### src/rtl/alarma_pkg.sv
// alarma_pkg: shared state encoding, field widths and wrap helpers for the alarm clock
package alarma_pkg;
  localparam int HORA_W = 5;
  localparam int MIN_W = 6;
  localparam logic [HORA_W-1:0] MAX_HORA = 5'd23;
  localparam logic [MIN_W-1:0] MAX_MIN = 6'd59;
  typedef enum logic [2:0] {
    NORMAL    = 3'd0,
    SET_TIME  = 3'd1,
    SET_ALARM = 3'd2,
    RINGING   = 3'd3,
    SNOOZE    = 3'd4
  } estado_t;
  function automatic logic [HORA_W-1:0] inc_hora(input logic [HORA_W-1:0] h);
    return h == MAX_HORA ? '0 : h + 1'b1;
  endfunction
  function automatic logic [MIN_W-1:0] inc_min(input logic [MIN_W-1:0] m);
    return m == MAX_MIN ? '0 : m + 1'b1;
  endfunction
endpackage

### src/rtl/divisor_tick.sv
// divisor_tick: prescaler giving a one-cycle second tick and a half-second strobe
module divisor_tick #(
  parameter int TICKS_PER_SEC = 50000000
) (
  input  logic reloj,
  input  logic reset,
  output logic seg_tick,
  output logic medio_tick
);
  localparam int W = $clog2(TICKS_PER_SEC);
  localparam logic [W-1:0] TOP = W'(TICKS_PER_SEC - 1);
  localparam logic [W-1:0] MID = W'(TICKS_PER_SEC / 2 - 1);
  logic [W-1:0] cnt;
  always_ff @(posedge reloj)
    if (reset) cnt <= '0;
    else cnt <= seg_tick ? '0 : cnt + 1'b1;
  assign seg_tick = cnt == TOP;
  assign medio_tick = seg_tick || cnt == MID;
endmodule

### src/rtl/alarma_ctrl.sv
// alarma_ctrl: HH:MM:SS timebase, time/alarm setting and ring/snooze buzzer FSM.
// Define ZUMBADOR_PULSO_EN to make the buzzer toggle every half second while ringing.
module alarma_ctrl
  import alarma_pkg::*;
#(
  parameter int TICKS_PER_SEC = 50000000,
  parameter int SNOOZE_MIN = 5,
  parameter int RING_SEC = 60
) (
  input  logic              reloj,
  input  logic              reset,
  input  logic              alarma_on,
  input  logic              set_hora,
  input  logic              set_alarma,
  input  logic              btn_h,
  input  logic              btn_m,
  input  logic              btn_snooze,
  input  logic              btn_stop,
  output logic [HORA_W-1:0] hora,
  output logic [MIN_W-1:0]  minuto,
  output logic [MIN_W-1:0]  segundo,
  output logic [HORA_W-1:0] al_hora,
  output logic [MIN_W-1:0]  al_minuto,
  output logic              zumbador,
  output logic [2:0]        estado,
  output logic              seg_tick
);
  estado_t state, nxt;
  logic medio, adv, s_wrap, match_al, match_sn, ring_fin, sn_wrap;
  logic [HORA_W-1:0] t_hora, sn_hora, sn_hora_n;
  logic [MIN_W-1:0] t_min, t_seg, sn_min, sn_min_n;
  logic [MIN_W:0] sn_sum;
  logic [7:0] ring_cnt;

  divisor_tick #(.TICKS_PER_SEC(TICKS_PER_SEC)) u_div (
    .reloj(reloj),
    .reset(reset),
    .seg_tick(seg_tick),
    .medio_tick(medio)
  );

  // Matches are taken against the time the tick is about to load, so the state
  // change lands on the same edge as the time update and fires only once.
  always_comb begin
    s_wrap = segundo == MAX_MIN;
    t_seg = s_wrap ? '0 : segundo + 1'b1;
    t_min = s_wrap ? inc_min(minuto) : minuto;
    t_hora = s_wrap && minuto == MAX_MIN ? inc_hora(hora) : hora;
    adv = seg_tick && state != SET_TIME;
    match_al = adv && s_wrap && alarma_on && t_hora == al_hora && t_min == al_minuto;
    match_sn = adv && s_wrap && t_hora == sn_hora && t_min == sn_min;
    ring_fin = seg_tick && ring_cnt == 8'(RING_SEC - 1);
    sn_sum = {1'b0, minuto} + 7'(SNOOZE_MIN);
    sn_wrap = sn_sum > {1'b0, MAX_MIN};
    sn_min_n = sn_wrap ? MIN_W'(sn_sum - 7'd60) : sn_sum[MIN_W-1:0];
    sn_hora_n = sn_wrap ? inc_hora(hora) : hora;
  end

  always_comb begin
    nxt = state;
    case (state)
      NORMAL:    nxt = set_hora ? SET_TIME : set_alarma ? SET_ALARM : match_al ? RINGING : NORMAL;
      SET_TIME:  nxt = set_hora ? SET_TIME : NORMAL;
      SET_ALARM: nxt = set_alarma ? SET_ALARM : NORMAL;
      RINGING:   nxt = btn_stop || !alarma_on || ring_fin ? NORMAL : btn_snooze ? SNOOZE : RINGING;
      SNOOZE:    nxt = btn_stop || !alarma_on ? NORMAL : match_sn ? RINGING : SNOOZE;
      default:   nxt = NORMAL;
    endcase
  end

  always_ff @(posedge reloj)
    if (reset) begin
      state <= NORMAL;
      ring_cnt <= '0;
      sn_hora <= '0;
      sn_min <= '0;
    end else begin
      state <= nxt;
      ring_cnt <= state != RINGING ? '0 : seg_tick ? ring_cnt + 1'b1 : ring_cnt;
      if (state == RINGING && btn_snooze) begin
        sn_hora <= sn_hora_n;
        sn_min <= sn_min_n;
      end
    end

  // SET_TIME never advances on a tick, so a coincident button simply wins.
  always_ff @(posedge reloj)
    if (reset) begin
      hora <= '0;
      minuto <= '0;
      segundo <= '0;
    end else if (adv) begin
      hora <= t_hora;
      minuto <= t_min;
      segundo <= t_seg;
    end else if (state == SET_TIME && (btn_h || btn_m)) begin
      hora <= btn_h ? inc_hora(hora) : hora;
      minuto <= btn_m ? inc_min(minuto) : minuto;
      segundo <= '0;
    end

  always_ff @(posedge reloj)
    if (reset) begin
      al_hora <= '0;
      al_minuto <= '0;
    end else if (state == SET_ALARM) begin
      al_hora <= btn_h ? inc_hora(al_hora) : al_hora;
      al_minuto <= btn_m ? inc_min(al_minuto) : al_minuto;
    end

  assign estado = state;

`ifdef ZUMBADOR_PULSO_EN
  logic zum_q;
  // Held at 1 outside RINGING so the first ringing half-second is audible.
  always_ff @(posedge reloj)
    if (reset) zum_q <= 1'b0;
    else zum_q <= state != RINGING ? 1'b1 : medio ? ~zum_q : zum_q;
  assign zumbador = state == RINGING && zum_q;
`else
  logic medio_unused;
  assign medio_unused = medio;
  assign zumbador = state == RINGING;
`endif
endmodule
### config.mk
export PLATFORM = sky130hd
export DESIGN_NAME = alarma_ctrl
export DESIGN_NICKNAME = d
export VERILOG_FILES = /design/src/rtl/alarma_pkg.sv /design/src/rtl/divisor_tick.sv /design/src/rtl/alarma_ctrl.sv
export SDC_FILE = /design/constraint.sdc
export NUM_CORES = 1
export LEC_CHECK = 0
export CAP_MARGIN = 25
export CORE_ASPECT_RATIO = 0.7
export CORE_MARGIN = 2
export CORE_UTILIZATION = 54
export CTS_BUF_LIST = sky130_fd_sc_hd__clkbuf_2
export DETAILED_ROUTE_END_ITERATION = 6
export GPL_TIMING_DRIVEN = 0
export PLACE_DENSITY = 0.79
export SLEW_MARGIN = 20
export SYNTH_ARGS = -nofsm -noshare
export SYNTH_HDL_FRONTEND = slang
export SYNTH_SLANG_ARGS = --single-unit
### constraint.sdc
create_clock -name reloj -period 2.45 [get_ports reloj]
set_input_delay 0.49 -clock reloj [delete_from_list [all_inputs] [get_ports reloj]]
set_output_delay 0.49 -clock reloj [all_outputs]
set_load 0.02 [all_outputs]
==> flow_results.org, run 1 <==
** Die
- The die is 111 um wide.
- The die covers 8790 sq um.
- Initial standard-cell utilization of the core :: 0.554
- The floorplan step set the die height to 79.0 um.
- After floorplanning, the core was divided into 27 placement rows.
- Placeable core region :: 7840 sq um
- Ports :: 42

** Yosys
- Post-synth design cell area :: 4340 sq um
- Cell types with the largest area share after synthesis :: dfxtp_1 35%, xor2_1 7.1%, nor2_1 7.0%, xnor2_1 4.2%, nand2_1 3.8%
- By area, the combinational part of the netlist is dominated by simple AND/OR/NAND/NOR gates.
- Synth Flop Type :: dfxtp_1
- Adder-cell share of the synthesized area :: 0.0288
- Gate count of the mapped netlist :: 533
- Post-synthesis share of cell area spent on and, or, nand and nor gates :: 0.297
- Summed over all instances, the cell type with the most area after synthesis is dfxtp_1.
- Number of synthesized flops with an enable pin :: 0
- Counting every net in the synthesized netlist gives 552.
- Syn_area_per_cell :: 8.15 sq um
- XOR/XNOR share of the synthesized area :: 0.113
- Async SR Flop Fraction :: 0
- The compound-gate portion of the synthesized area was 0.134.
- Share of synthesized area occupied by flip-flops and latches :: 0.350
- Portion of netlist area occupied by mux cells :: 0.0424
- Yosys reg bits :: 76
- Yosys mapped the design onto 65 distinct sky130hd cell types.
- The Yosys step of the flow raised 0 warnings.
- Of the post-synthesis cell area, the dominant cell type holds 0.350.

** Layout
- Count of inserted antenna diode cells :: 0
- The finished cells cover 5470 sq um.
- At the end of the flow the core is filled with cells to 0.698.
- Synthesis-to-finish area growth :: 25.9%
- Of the cells placed in the final design, the portion with a size suffix greater than 1 is 0.189.
- After filler insertion, the fill cell instance count of the layout stands at 623.
- Final net count :: 630
- The library cells used most frequently in the layout, excluding fill and tap cells, are 80 x nor2_1, 58 x dfxtp_1, 41 x nand2_1.
- Most common cell after layout, fill and taps aside :: nor2_1

** Worst setup path
- The most numerous cell type found on the critical path is nor4_1.
- The slowest stage of the critical path is the dfxtp_4 cell.
- Maximum fanout encountered on the critical timing path :: 5
- STA puts the critical path data required time at 2.97 ns.
- The critical path is of the reg2reg type.
- Traced cell by cell, the critical path runs through ha_4, nand3b_4, buf_4, nor2_1, mux2i_1, xnor2_1, nor4_1, nand4_1, nor4_1, or3_1.
- STA puts the critical path data arrival time at 3.05 ns.
- Category of the worst setup path launch point :: register
- In this design, the stage delay of the slowest critical-path cell is 0.41 ns.
- Together, buffers and inverters on the worst path number 1.
- Broken down by cell family, the worst path's largest delay share belongs to simple AND/OR/NAND/NOR gates.
- Endpoint class of the critical path :: register

** CTS
- Counting the buffers created by CTS gives 9.
- The clock drives 76 sinks.
- Post-CTS clock slew at the launch and capture registers of the worst setup and hold paths :: 0.20 ns
- The H-tree was split into 3 levels.
- Cell at the root of the clock tree :: clkbuf_2
- Worst-Skew Late Latency :: 0.57 ns
- Buffers inserted to repair hold after CTS numbered 0.
- TritonCTS clock tree :: done
- CTS Buffer Depth :: 2

** Timing
- Post-route clock period utilization :: 1.03
- The final number of hold-violating endpoints is 0.
- The number of pins exceeding their max-slew limit in the final report was 0.
- Largest clock skew in the final design :: 0.0259 ns
- Tightest slew margin relative to the limit :: 0.525
- The smallest clock period supported by the final layout is computed as 2.53 ns.
- Maximum achievable frequency :: 0.395 GHz
- PnR worst setup slack :: -0.0845 ns
- Setup repair after global routing missed its margin :: yes
- Setup violations remaining at the end of the flow were counted as 2.
- Worst slack on hold paths :: 0.445 ns
- Worst slew pin tran :: 0.713 ns

** GRT
- The first global-routing pass estimated 18900 um of wire.
- Global-route total usage across every layer :: 0.267
- The number of antenna violations at the first check in global routing was 0.
- The number of global-route vias before repair is 3926.
- Largest net degree at the start of global routing :: 13
- Residual overflow from global routing :: 0

** Pwr
- Of the total power, combinational logic draws 0.080.
- For this design the static power due to leakage is 2.00 nW.
- Of the total power, the share spent switching nets is 0.269.
- Psw :: 0.000563 W
- Clk pwr share :: 0.321
- Portion of total power attributed to sequential cells :: 0.600
- IR analysis of the VDD net gives a maximum drop of 0.000302 V.
- The internal power of the cells totals 0.00153 W.
- For this design the ratio of total power to cell area is 384 nW/um^2.

** Drt
- In this run, the number of DRC markers left after iteration 0 of detailed routing was 466.
- Dividing the detail-routed wire length by the instance count gives 17.2 um.
- For this block, the routed nets add up to 12300 um of wire.
- Dividing the detail-routed via count by the number of cells gives 6.10.
- Before antenna repair, the detailed router went through 6 iterations.
- # DRC :: 0
- Routed Antenna Nets :: 0
- Vias post-DR :: 4369

** Placed design
- After legalization and detailed placement, the total HPWL measured 8220 um.
- Before CTS, the worst setup slack after placement is -0.277 ns.
- Final RePlAce weighted congestion :: 0.929
- Number of port buffers :: 41
- Placed inst area :: 4880 sq um

** Run status
- The checks that failed: setup timing.
- Status :: finished, violations left

** Job
- Across the run, the number of max-cap violations was 0.

** Min path
- The min-delay analysis places its worst path in the category reg2reg.
-- kinds of logic (layout without fill, tap and decap cells) --
logic type	count (synthesis)	in the layout
muxes	18	18
adders and majority gates	10	10
AOI/OAI and AO/OA	93	93
xor gates and xnor gates	56	56
buffers and inverters	34	116
and+or+nand+nor	246	246
DFF	76	76
-- per-layer routing --
layer	wire length [um]	vias to the layer above	global-route usage	part of all wire
met5	0	-	0	0
li1	-	2069	-	-
met4	144	0	0.0753	0.012
met2	5580	203	0.415	0.45
met1	5370	2078	0.364	0.44
met3	1220	19	0.0779	0.099
-- through the flow --
stage	cells	setup TNS [ns]	total power, W
after floorplan	533	0	0.00138
after global placement	675	-4.11	0.00143
after detailed placement	675	-5.55	0.00144
after CTS	697	-0.00716	0.00209
after global routing	716	-0.240	0.00216
final	716	-0.144	0.00210
-- state kept, by name (all words and copies together), names as in the netlist --
name and count:
sn_hora 5, segundo 6, ring_cnt 8, hora 5, sn_min 6, estado 3, al_minuto 6, al_hora 5
u_div.cnt 26, minuto 6
-- power groups by stage --
| stage | sequential (W) | combinational [W] | clock [W] |
|---|---|---|---|
| 4_1_cts | 0.00126 | 0.000151 | 0.000673 |
| 3_3_place_gp | 0.00129 | 0.000141 | 0 |
| 3_5_place_dp | 0.00129 | 0.000144 | 0 |
| 5_1_grt | 0.00126 | 0.000181 | 0.000722 |
| 6_report | 0.00126 | 0.000167 | 0.000672 |
| 2_1_floorplan | 0.00129 | 0.0000814 | 0 |
-- what timing repair did --
item,in CTS,in global routing
cloned,0,1
pin swaps,6,12
resized for setup,33,63
setup buffers,7,19
endpoints found under the setup margin,35,38
-- area by class of cell --
cell class	count	area (sq um)	area share
well taps	101	126	0.0231
inverters	9	33.8	0.00618
multi-input cells	423	2890	0.529
clock inverters	6	56.3	0.0103
clock buffers	9	45.0	0.00824
plain buffers	24	145	0.0265
flip-flops and latches	76	1570	0.286
repair buffers	68	604	0.111
-- cell usage after synthesis, types with 3 or more instances --
cell type	number
nor2_1	81
dfxtp_1	76
nand2_1	44
xor2_1	35
a21oi_1	32
o21ai_0	22
xnor2_1	21
nand3_1	19
nand4_1	17
mux2i_1	15
clkbuf_1	13
nor3_1	13
or3_1	12
and3_1	11
a211oi_1	10
ha_1	10
inv_1	9
buf_2	8
and2_1	5
nor3b_1	5
and4_1	4
nand3b_1	4
a311oi_1	3
and3b_1	3
buf_4	3
mux2_2	3
nand2b_1	3
nor4_1	3
o2111ai_1	3
o22ai_1	3
-- path summary, 6_finish.rpt --
path	slack, ns	start	cells past startpoint	to
min	0.45	u_div.cnt[0]$_SDFF_PP0_	1	u_div.cnt[0]$_SDFF_PP0_
max	-0.08	segundo[0]$_SDFFE_PP0P_	10	estado[1]$_SDFF_PP0_
max reg2reg	-0.08	segundo[0]$_SDFFE_PP0P_	10	estado[1]$_SDFF_PP0_
min reg2reg	0.45	u_div.cnt[0]$_SDFF_PP0_	1	u_div.cnt[0]$_SDFF_PP0_
No activity file was read; power rests on OpenSTA's default activity.
==> run 2, diff against run 1 <==
--- a/config.mk
+++ b/config.mk
@@ -12,7 +12,7 @@
 export CTS_BUF_LIST = sky130_fd_sc_hd__clkbuf_2
 export DETAILED_ROUTE_END_ITERATION = 6
 export GPL_TIMING_DRIVEN = 0
-export PLACE_DENSITY = 0.79
+export PLACE_DENSITY = 0.85
 export SLEW_MARGIN = 20
 export SYNTH_ARGS = -nofsm -noshare
 export SYNTH_HDL_FRONTEND = slang
==> run 2 against run 1 <==
Against the previous run:
- the run now ends clean
- final cell count is 0.98% lower
- register-to-register slack improved by 0.16 ns
- clock skew grew 0.0082 ns
- total power rose by 7.3%
- via count shrank 1.8%
- first-iteration DRC count grew 13%
- hold slack worse by 0.012 ns
- final area decreased by 1.1%
- largest power group unchanged
- critical endpoint unchanged
- flip-flop and latch count unchanged
- highest routed layer unchanged
- critical path depth unchanged
- largest cell class unchanged
- non-clock buffer count shrank 8
- sequential share of layout area rose by 0.15 points
==> flow_results.org, run 2 (synthesized netlist as in run 1, its figures left out) <==
** Pwr
- The part of the total power dissipated in sequential elements was 0.560 (was 0.600).
- Total power density per cell area :: 416 nW/um^2 (was 384 nW/um^2)
- Max VDD drop :: 0.000392 V (was 0.000302 V)
- Switching part of the total :: 0.263 (was 0.269)
- Proportion of power drawn by combinational gates :: 0.073 (was 0.080)
- Psw :: 0.000592 W (was 0.000563 W)
- Internal :: 0.00166 W (was 0.00153 W)
- The leakage component of the power was 1.97 nW (was 2.00 nW).
- The part of the total power dissipated in the clock network was 0.367 (was 0.321).
- The overall power after layout was 0.00225 W (was 0.00210 W).

** Drt
- The number of violations reported at the end of detailed-routing iteration 0 came to 527 (was 466).
- The remaining routing DRC violations is 0 (unchanged).
- Routed WL per cell :: 16.9 um (was 17.2 um)
- Final wirelength :: 12000 um (was 12300 um)
- The count of nets left with antenna violations after detail routing was 0 (unchanged).
- The post-detailed-route via-to-cell ratio is 6.05 (was 6.10).
- The vias after detailed routing came to 4291 (was 4369).
- 1st-pass router iterations :: 6 (unchanged)

** Layout
- Largest registers in the final layout :: u_div.cnt (26), ring_cnt (8) (unchanged)
- The fraction of final layout cells sized beyond drive strength 1 was 0.169 (was 0.189).
- Most used cells in the layout excluding fill and tap cells :: 80 x nor2_1, 61 x dfxtp_1, 41 x nand2_1 (was 80 x nor2_1, 58 x dfxtp_1, 41 x nand2_1)
- Number of flip-flops in the largest register :: 26 (unchanged)
- Largest register by flop count :: u_div.cnt (unchanged)
- Final net count :: 622 (was 630)
- Final non-filler cell area :: 5410 sq um (was 5470 sq um)
- Synthesis-to-finish area growth :: 24.6% (was 25.9%)
- Most common cell after layout, fill and taps aside :: nor2_1 (unchanged)
- Count of inserted antenna diode cells :: 0 (unchanged)

** CTS
- Cell at the root of the clock tree :: clkbuf_2 (unchanged)
- TritonCTS clock tree :: done (unchanged)
- Worst-Skew Late Latency :: 0.58 ns (was 0.57 ns)
- The total clock buffers created by CTS is 9 (unchanged).
- Hold_buf cts :: 0 (unchanged)
- CTS Buffer Depth :: 2 (unchanged)
- The H-tree depth came to 3 (unchanged).
- The clock transition at the register clock pins on the worst setup and hold paths after CTS was 0.21 ns (was 0.20 ns).
- Clock Sinks :: 76 (unchanged)

** Worst setup path
- The largest stage delay on the critical path was 0.40 ns (was 0.41 ns).
- The worst setup path category was reg2reg (unchanged).
- The type of origin of the critical path is a register (unchanged).
- The largest driver fanout on the critical path is 8 (was 5).
- Endpoint class of the critical path :: register (unchanged)
- The cell at the slowest stage of the critical path is or3_1 (was dfxtp_4).
- The critical path required time was 2.92 ns (was 2.97 ns).
- Arrival time reported for the critical path endpoint :: 2.84 ns (was 3.05 ns)
- Cells along the critical path: buf_4, and3_1, buf_2, nand4_4, or3_1, o311ai_0, nor4_1, nand4_1, nor4_1, or3_1 (was ha_4, nand3b_4, buf_4, nor2_1, mux2i_1, xnor2_1, nor4_1, nand4_1, nor4_1, or3_1).

** GRT
- The first-pass GRT wire length is 18500 um (was 18900 um).
- Vias in the first global route :: 3840 (was 3926)
- The number of antenna violations at the first check in global routing is 0 (unchanged).
- The total global routing overflow is 0 (unchanged).
- The global routing usage summed across all routing layers was 0.265 (was 0.267).
- The largest net degree at the start of global routing came to 15 (was 13).

** Placed design
- HPWL after detailed placement :: 8270 um (was 8220 um)
- The final weighted congestion of routability-driven global placement came to 0.997 (was 0.929).
- Placed inst area :: 4880 sq um (unchanged)
- The number of buffers inserted by port buffering is 41 (unchanged).

** Timing
- The final count of negative-setup-slack endpoints was 0 (was 2).
- The setup clock skew after layout is 0.0342 ns (was 0.0259 ns).
- The final critical-path share of the clock period is 0.968 (was 1.03).
- The total negative setup slack is 0 ns (was -0.144 ns).
- The final number of hold-violating endpoints was 0 (unchanged).
- The transition time of the tightest slew-check pin was 0.722 ns (was 0.713 ns).
- The achievable frequency came to 0.422 GHz (was 0.395 GHz).
- Pins Over Slew Limit :: 0 (unchanged)
- The worst-case headroom to the max-slew limit is 0.519 (was 0.525).
- The final period demand of the worst path was 2.37 ns (was 2.53 ns).
- The post-route worst hold slack is 0.433 ns (was 0.445 ns).

** Job
- Number of max-capacitance violations reported :: 0 (unchanged)

** Die
- The horizontal extent of the die is 111 um (unchanged).
- The die area was 8790 sq um (unchanged).
- Initial standard-cell utilization of the core :: 0.554 (unchanged)
- The row count came to 27 (unchanged).
- DIE HEIGHT :: 79.0 um (unchanged)
- Placeable core region :: 7840 sq um (unchanged)
- Ports :: 42 (unchanged)

** Min path
- Worst hold-check path type :: reg2reg (unchanged)

** Run status
- Status: complete, no violations (was finished, violations left).
==> run 2: final timing paths <==
| path | from | endpoint | slack [ns] | cells past startpoint |
|---|---|---|---|---|
| worst max-delay path | minuto[4]$_SDFFE_PP0P_ | estado[1]$_SDFF_PP0_ | 0.08 | 10 |
| worst min-delay path | u_div.cnt[0]$_SDFF_PP0_ | u_div.cnt[0]$_SDFF_PP0_ | 0.43 | 1 |
| worst max register to register | minuto[4]$_SDFFE_PP0P_ | estado[1]$_SDFF_PP0_ | 0.08 | 10 |
| worst min register to register | u_div.cnt[0]$_SDFF_PP0_ | u_div.cnt[0]$_SDFF_PP0_ | 0.43 | 1 |
==> run 2: worst max-delay path, delay by kind of cell (launching register included) <==
family          cells  cell delay, ns
compound gates      1            0.12
simple gates        7            1.38
buf+inv             2            0.42
flops               1            0.37
==> run 2: per-layer routing <==
| metal | track usage | vias up | share of wire |
|---|---|---|---|
| met5 | 0 | - | 0 |
| met1 | 0.364 | 1980 | 0.43 |
| li1 | - | 2045 | - |
| met3 | 0.0725 | 22 | 0.10 |
| met4 | 0.0926 | 0 | 0.017 |
| met2 | 0.404 | 244 | 0.45 |
==> run 2: layout make-up <==
cell class	count	area (sq um)
Multi-Input combinational cell	423	2870
Fill cell	585	2430
Sequential cell	76	1560
Timing Repair Buffer	59	549
Buffer	25	135
Tap cell	101	126
Clock inverter	7	97.6
Clock buffer	9	45.0
Inverter	9	33.8
==> run 2: timing repair <==
action                     in CTS  in global routing
pin swaps                       3                  8
buffers inserted                6                 12
gates cloned                    0                  0
resized for setup              36                 48
setup endpoints to repair      39                 36
==> run 2: power by group through the flow <==
| stage | registers (W) | clock network, W | logic (W) |
|---|---|---|---|
| floorplan | 0.00129 | 0 | 0.0000814 |
| global placement | 0.00129 | 0 | 0.000140 |
| detailed placement | 0.00129 | 0 | 0.000144 |
| CTS | 0.00126 | 0.000833 | 0.000150 |
| global route | 0.00126 | 0.000888 | 0.000179 |
| finish | 0.00126 | 0.000826 | 0.000164 |
==> run 2: stage by stage <==
stage               worst slack [ns]  std cells   util
floorplan                    0.00336        533      -
global route                 -0.0222        709  0.690
finish                        0.0781        709  0.690
detailed placement            -0.201        675  0.623
CTS                          -0.0417        697  0.659
global placement              -0.167        675  0.623
